$ cat config.mk
export PLATFORM = sky130hd
export DESIGN_NAME = gesture_stabilizer
export DESIGN_NICKNAME = d
export VERILOG_FILES = /design/src/rtl/gesture_stabilizer_pkg.sv /design/src/rtl/gesture_cmd_slot.sv /design/src/rtl/gesture_stabilizer.sv
export SDC_FILE = /design/constraint.sdc
export NUM_CORES = 1
export LEC_CHECK = 0
export ABC_AREA = 1
export CAP_MARGIN = 5
export CORE_ASPECT_RATIO = 1.25
export CORE_MARGIN = 5
export CORE_UTILIZATION = 55
export CTS_BUF_LIST = sky130_fd_sc_hd__clkbuf_16
export DETAILED_ROUTE_END_ITERATION = 16
export PLACE_DENSITY = 0.81
export SKIP_CTS_REPAIR_TIMING = 1
export SLEW_MARGIN = 30
export SYNTH_ARGS = -nofsm -noshare
export SYNTH_HDL_FRONTEND = slang
export SYNTH_SLANG_ARGS = --single-unit
$ cat constraint.sdc
create_clock -name clk -period 2.5 [get_ports clk]
set_clock_uncertainty 0.2 [all_clocks]
set_input_delay 0.375 -clock clk [delete_from_list [all_inputs] [get_ports clk]]
set_output_delay 0.375 -clock clk [all_outputs]
set_load 0.005 [all_outputs]
$ cat src/rtl/gesture_stabilizer_pkg.sv
// ============================================================================
// Module   : gesture_stabilizer_pkg
// Brief    : Shared state encodings, gesture constants and the finger-count clamp.
// Revision : 1.0 - initial release
// ============================================================================
`default_nettype none

package gesture_stabilizer_pkg;

  typedef enum logic [1:0] {
    S_NOHAND = 2'd0,
    S_TRACK  = 2'd1,
    S_LOCKED = 2'd2
  } state_e;

  localparam logic [2:0] GESTURE_HOME = 3'd0;
  localparam logic [2:0] MAX_FINGERS  = 3'd5;

  // The upstream counter can report 6 or 7 on noisy frames; a hand has five fingers.
  function automatic logic [2:0] clamp_count(input logic [2:0] raw);
    return (raw > MAX_FINGERS) ? MAX_FINGERS : raw;
  endfunction

endpackage

`default_nettype wire

$ cat src/rtl/gesture_cmd_slot.sv
// ============================================================================
// Module   : gesture_cmd_slot
// Brief    : Single-entry valid/ready command register; latest load wins and an
//            unaccepted command being replaced raises a one-cycle overwrite pulse.
// Revision : 1.0 - initial release
// ============================================================================
`default_nettype none

module gesture_cmd_slot (
  input  logic       clk,
  input  logic       rst_n,
  input  logic       load,
  input  logic [2:0] load_gesture,
  input  logic       load_hand,
  input  logic       cmd_ready,
  output logic       cmd_valid,
  output logic [2:0] cmd_gesture,
  output logic       cmd_hand,
  output logic       cmd_overwrite
);

  logic       valid_q,     valid_d;
  logic [2:0] gesture_q,   gesture_d;
  logic       hand_q,      hand_d;
  logic       overwrite_q, overwrite_d;

  always_comb begin
    valid_d     = valid_q;
    gesture_d   = gesture_q;
    hand_d      = hand_q;
    overwrite_d = 1'b0;
    if (load) begin
      // A load in the transfer cycle means the old command was taken, not lost.
      valid_d     = 1'b1;
      gesture_d   = load_gesture;
      hand_d      = load_hand;
      overwrite_d = valid_q & ~cmd_ready;
    end else if (valid_q && cmd_ready) begin
      valid_d = 1'b0;
    end
  end

  always_ff @(posedge clk) begin
    if (!rst_n) begin
      valid_q     <= 1'b0;
      gesture_q   <= 3'd0;
      hand_q      <= 1'b0;
      overwrite_q <= 1'b0;
    end else begin
      valid_q     <= valid_d;
      gesture_q   <= gesture_d;
      hand_q      <= hand_d;
      overwrite_q <= overwrite_d;
    end
  end

  assign cmd_valid     = valid_q;
  assign cmd_gesture   = gesture_q;
  assign cmd_hand      = hand_q;
  assign cmd_overwrite = overwrite_q;

endmodule

`default_nettype wire

$ cat src/rtl/gesture_stabilizer.sv
// ============================================================================
// Module   : gesture_stabilizer
// Brief    : Debounces per-frame finger counts into arm commands and reports hand
//            loss. Optional frame watchdog enabled by defining FRAME_TIMEOUT_EN.
// Revision : 1.0 - initial release
// ============================================================================
`default_nettype none

module gesture_stabilizer
  import gesture_stabilizer_pkg::*;
#(
  parameter int unsigned STABLE_FRAMES  = 4,
  parameter int unsigned LOST_FRAMES    = 8
`ifdef FRAME_TIMEOUT_EN
  , parameter int unsigned TIMEOUT_CYCLES = 2000000
`endif
) (
  input  logic       clk,
  input  logic       rst_n,
  input  logic [2:0] finger_count,
  input  logic       count_valid,
  input  logic       hand_detected,
  input  logic       cmd_ready,
  output logic       cmd_valid,
  output logic [2:0] cmd_gesture,
  output logic       cmd_hand,
  output logic       gesture_locked,
  output logic       cmd_overwrite,
  output logic       timeout_flag
);

  localparam logic [3:0] RUN_MAX  = 4'(STABLE_FRAMES);
  localparam logic [7:0] LOST_MAX = 8'(LOST_FRAMES);

  state_e     state_q,     state_d;
  logic [2:0] candidate_q, candidate_d;
  logic [2:0] locked_q,    locked_d;
  logic [3:0] run_cnt_q,   run_cnt_d;
  logic [7:0] lost_cnt_q,  lost_cnt_d;
  logic       load;
  logic [2:0] load_gesture;
  logic       load_hand;
  logic [2:0] count_c;

`ifdef FRAME_TIMEOUT_EN
  localparam logic [31:0] WD_MAX = 32'(TIMEOUT_CYCLES);
  logic [31:0] wd_q, wd_d;
  logic        timeout_q, timeout_d;
`endif

  assign count_c = clamp_count(finger_count);

  always_comb begin
    state_d      = state_q;
    candidate_d  = candidate_q;
    locked_d     = locked_q;
    run_cnt_d    = run_cnt_q;
    lost_cnt_d   = lost_cnt_q;
    load         = 1'b0;
    load_gesture = GESTURE_HOME;
    load_hand    = 1'b0;
`ifdef FRAME_TIMEOUT_EN
    wd_d         = wd_q;
    timeout_d    = timeout_q;
`endif

    if (count_valid) begin
      if (hand_detected) begin
        lost_cnt_d = 8'd0;
        if (count_c == candidate_q) begin
          run_cnt_d = (run_cnt_q == RUN_MAX) ? run_cnt_q : run_cnt_q + 4'd1;
        end else begin
          candidate_d = count_c;
          run_cnt_d   = 4'd1;
        end
        if (state_q == S_NOHAND) state_d = S_TRACK;
        // Run saturates, so an unchanged locked gesture never re-issues.
        if (run_cnt_d == RUN_MAX && (state_q != S_LOCKED || candidate_d != locked_q)) begin
          state_d      = S_LOCKED;
          locked_d     = candidate_d;
          load         = 1'b1;
          load_gesture = candidate_d;
          load_hand    = 1'b1;
        end
      end else begin
        run_cnt_d = 4'd0;
        if (lost_cnt_q != LOST_MAX) begin
          lost_cnt_d = lost_cnt_q + 8'd1;
          if (lost_cnt_d == LOST_MAX) begin
            state_d      = S_NOHAND;
            candidate_d  = GESTURE_HOME;
            load         = 1'b1;
            load_gesture = GESTURE_HOME;
            load_hand    = 1'b0;
          end
        end
      end
`ifdef FRAME_TIMEOUT_EN
      wd_d      = 32'd0;
      timeout_d = 1'b0;
    end else if (wd_q != WD_MAX) begin
      wd_d = wd_q + 32'd1;
      if (wd_d == WD_MAX) begin
        // Stalled camera: treat as lost now, with lost_cnt saturated so frames don't re-home.
        timeout_d   = 1'b1;
        state_d     = S_NOHAND;
        candidate_d = GESTURE_HOME;
        run_cnt_d   = 4'd0;
        lost_cnt_d  = LOST_MAX;
        if (state_q == S_LOCKED) begin
          load         = 1'b1;
          load_gesture = GESTURE_HOME;
          load_hand    = 1'b0;
        end
      end
`endif
    end
  end

  always_ff @(posedge clk) begin
    if (!rst_n) begin
      state_q     <= S_NOHAND;
      candidate_q <= GESTURE_HOME;
      locked_q    <= GESTURE_HOME;
      run_cnt_q   <= 4'd0;
      lost_cnt_q  <= 8'd0;
    end else begin
      state_q     <= state_d;
      candidate_q <= candidate_d;
      locked_q    <= locked_d;
      run_cnt_q   <= run_cnt_d;
      lost_cnt_q  <= lost_cnt_d;
    end
  end

`ifdef FRAME_TIMEOUT_EN
  always_ff @(posedge clk) begin
    if (!rst_n) begin
      wd_q      <= 32'd0;
      timeout_q <= 1'b0;
    end else begin
      wd_q      <= wd_d;
      timeout_q <= timeout_d;
    end
  end
  assign timeout_flag = timeout_q;
`else
  assign timeout_flag = 1'b0;
`endif

  assign gesture_locked = (state_q == S_LOCKED);

  gesture_cmd_slot u_cmd_slot (
    .clk           (clk),
    .rst_n         (rst_n),
    .load          (load),
    .load_gesture  (load_gesture),
    .load_hand     (load_hand),
    .cmd_ready     (cmd_ready),
    .cmd_valid     (cmd_valid),
    .cmd_gesture   (cmd_gesture),
    .cmd_hand      (cmd_hand),
    .cmd_overwrite (cmd_overwrite)
  );

endmodule

`default_nettype wire

==> impl_metrics.env <==
export IMPL_outcome="complete, no violations"
export IMPL_setup_viol=0
export IMPL_stdcell_count=270
export IMPL_syn_avg_cell_area_um2=6.818
export IMPL_start_util_pct=56.57
export IMPL_netlist_instances=218
export IMPL_die_y_um=68.13
export IMPL_synth_edf_count=0
export IMPL_drive_above_1_share_pct=11.44
export IMPL_coreArea_um2=2628
export IMPL_fin_util_pct=66.62
export IMPL_dp_cells=266
export IMPL_yosys_area_top_type="dfxtp_1"
export IMPL_htreeDepth=1
export IMPL_whs_path_depth=2
export IMPL_cap_violations=0
export IMPL_fmax_mhz=486.8
export IMPL_first_pass_iters=4
export IMPL_antenna_found_initial=0
export IMPL_fillerInstances=240
export IMPL_rsz0062_at_grt="false"
export IMPL_portBuffers=14
export IMPL_fp_dieW_um=56.50
export IMPL_drc_errors=0
export IMPL_row_count=21
export IMPL_routed_via_density=4.863
export IMPL_ys_seq_area_share_pct=35.02
export IMPL_finalCritPeriodShare_pct=82.16
export IMPL_grt_use_met3_pct=2.830
export IMPL_ir_worst_vdd_mv=0.3715
export IMPL_setup_tns_ps=0
export IMPL_start_kind="register"
export IMPL_ys_seq_elements=26
export IMPL_synth_fp_nets=230
export IMPL_arrival_ps=1480
export IMPL_multiInputGateArea_um2=803.3
export IMPL_critPathKind="reg -> out"
export IMPL_grt_max_degree=18
export IMPL_ys_warn_count=0
export IMPL_grt_pass1_wl_um=5278
export IMPL_ff2ff_path_depth=12
export IMPL_drtAntennaViolNets=0
export IMPL_regArea_um2=520.5
export IMPL_cts_buffers=3
export IMPL_vias=1313
export IMPL_hp_class="reg -> reg"
export IMPL_antennaDiodeCount=0
export IMPL_cts_root_buf="clkbuf_16"
export IMPL_drt_iter0_drc=30
export IMPL_clock_latency_ps=260
export IMPL_ys_async_sr_fraction_pct=0
export IMPL_synth_top_flop_cell="dfxtp_1"
export IMPL_crit_fanout=2
export IMPL_p_leak_uw=0.0007600
export IMPL_finalCriticalPeriod_ps=2054
export IMPL_grtUsageMet2_pct=30.49
export IMPL_busiest_layer="met2"
export IMPL_wirelength_um=2980
export IMPL_overflow=0
export IMPL_cts_tree="done"
export IMPL_area_growth_pct=17.76
export IMPL_p_per_area_nw_per_um2=497.1
export IMPL_grt_usage_pct=17.41
export IMPL_end_kind="primary output"
export IMPL_yosysUniqueCellTypes=35
export IMPL_hold_viol=0
export IMPL_io_pins=16
export IMPL_place_gp_congestion=0.7951
export IMPL_critPathRequiredTime_ps=1920
export IMPL_route_detailed_wl_per_inst_um=11.04
export IMPL_fin_nets=249
export IMPL_synth_area_leaders="dfxtp_1 35%, nand2_1 14%, inv_1 8.6%, a21oi_1 5.7%, nor2_1 5.6%"
export IMPL_synth_top_area_share_pct=35.02
export IMPL_cts_sinks=26
export IMPL_final_max_slew_viol_count=0
export IMPL_grt_pass1_vias=1263
export IMPL_dp_hpwl_um=2303
export IMPL_synth_area_um2=1486
export IMPL_cts_max_path_buffers=2
export IMPL_gr_usage_met1_pct=20.89
export IMPL_die_area_um2=3849
export IMPL_cts_clk_slew_worst_paths_ps=60
flip-flops by register name, indices dropped and copies added, names as in the netlist:
signal / cells
u_cmd_slot.cmd_gesture: 3
candidate_q: 3
locked_q: 3
state_q: 2
u_cmd_slot.cmd_overwrite: 1
u_cmd_slot.cmd_hand: 1
run_cnt_q: 4
lost_cnt_q: 8
u_cmd_slot.cmd_valid: 1
area by class of cell:
cell class / count / share of cell area, %
tap: 34 / 2.430
inverter: 36 / 7.720
clock inverter: 1 / 0.2144
multi-input combinational: 152 / 45.89
timing repair buffer: 18 / 9.721
sequential: 26 / 29.74
clock buffer: 3 / 4.289
kinds of logic (layout without fill, tap and decap cells):
kind of cell    after synthesis  after routing  share of synthesized area [%]
other cells                   1              1                         0.2523
compound gates               32             32                          12.21
flops                        26             26                          35.02
buf+inv                      40             58                          10.94
fa+ha+maj                     4              4                          3.367
xor+xnor                      4              4                          2.357
simple gates                111            111                          35.86
cell usage in the layout (no fill, tap or decap), drive strengths merged:
| master | instances |
|---|---|
| nand2 | 61 |
| inv | 35 |
| dfxtp | 26 |
| nor2 | 26 |
| a21oi | 19 |
| clkdlybuf4s50 | 14 |
| nand3 | 13 |
| o21ai | 7 |
| nand4 | 6 |
| xor2 | 4 |
| ha | 4 |
| buf | 4 |
| clkbuf | 3 |
| or2 | 3 |
| clkinv | 2 |
| o21a | 2 |
| o211ai | 1 |
| o21bai | 1 |
| nand3b | 1 |
| nor4 | 1 |
| o22ai | 1 |
| a211oi | 1 |
| conb | 1 |
Yosys cell counts, types with 2 or more instances:
cell type / instances
dfxtp_1: 26
nand2_4: 2
nor2_1: 22
o21a_1: 2
a21oi_2: 2
inv_1: 34
nand2_1: 54
nor2_2: 3
nand4_2: 3
a21oi_1: 17
xor2_1: 4
nand4_1: 3
ha_1: 4
nand2_2: 5
o21ai_1: 2
o21ai_0: 5
nand3_2: 2
nand3_1: 11
report_power, final:
group / internal [µW] / switching, µW / leakage, µW
logic: 37.5 / 50.6 / 0.000511
clock network: 214 / 139 / 0.0000385
registers: 423 / 6.37 / 0.000211
total: 674 / 196 / 0.000760
per-layer routing:
| layer | vias to the layer above | part of all wire [%] |
|---|---|---|
| li1 | 719 | - |
| met1 | 579 | 48 |
| met2 | 13 | 49 |
| met3 | 2 | 2.5 |
| met4 | 0 | 1.0 |
| met5 | - | 0 |
worst paths after layout:
path                         startpoint                                      to  slack (ps)
min reg2reg     state_q[1]$_SDFFE_PN0P_                 state_q[1]$_SDFFE_PN0P_         250
min             state_q[1]$_SDFFE_PN0P_                 state_q[1]$_SDFFE_PN0P_         250
max reg2reg  lost_cnt_q[0]$_SDFFE_PN0P_  u_cmd_slot.cmd_gesture[0]$_SDFFE_PN0P_         510
max             state_q[1]$_SDFFE_PN0P_                          gesture_locked         450
worst max-delay path: stages, from the launching register on:
cell	delay, ps
dfxtp_1	310
inv_1	40
or2_2	280
inv_1	80
clkdlybuf4s50_1	510
stage by stage:
step | power, µW | hold WS (ps) | setup slack [ps] | instance area, µm²
6_report | 870.1 | 251.3 | 445.9 | 1750
5_1_grt | 907.7 | 295.4 | 240.0 | 1750
4_1_cts | 874.0 | 252.5 | 429.1 | 1750
3_5_place_dp | 526.2 | 242.4 | 165.5 | 1672
3_3_place_gp | 526.1 | 240.2 | 208.2 | 1672
2_1_floorplan | 492.2 | 223.4 | 739.6 | 1486
(Power assumes the default switching activity.)
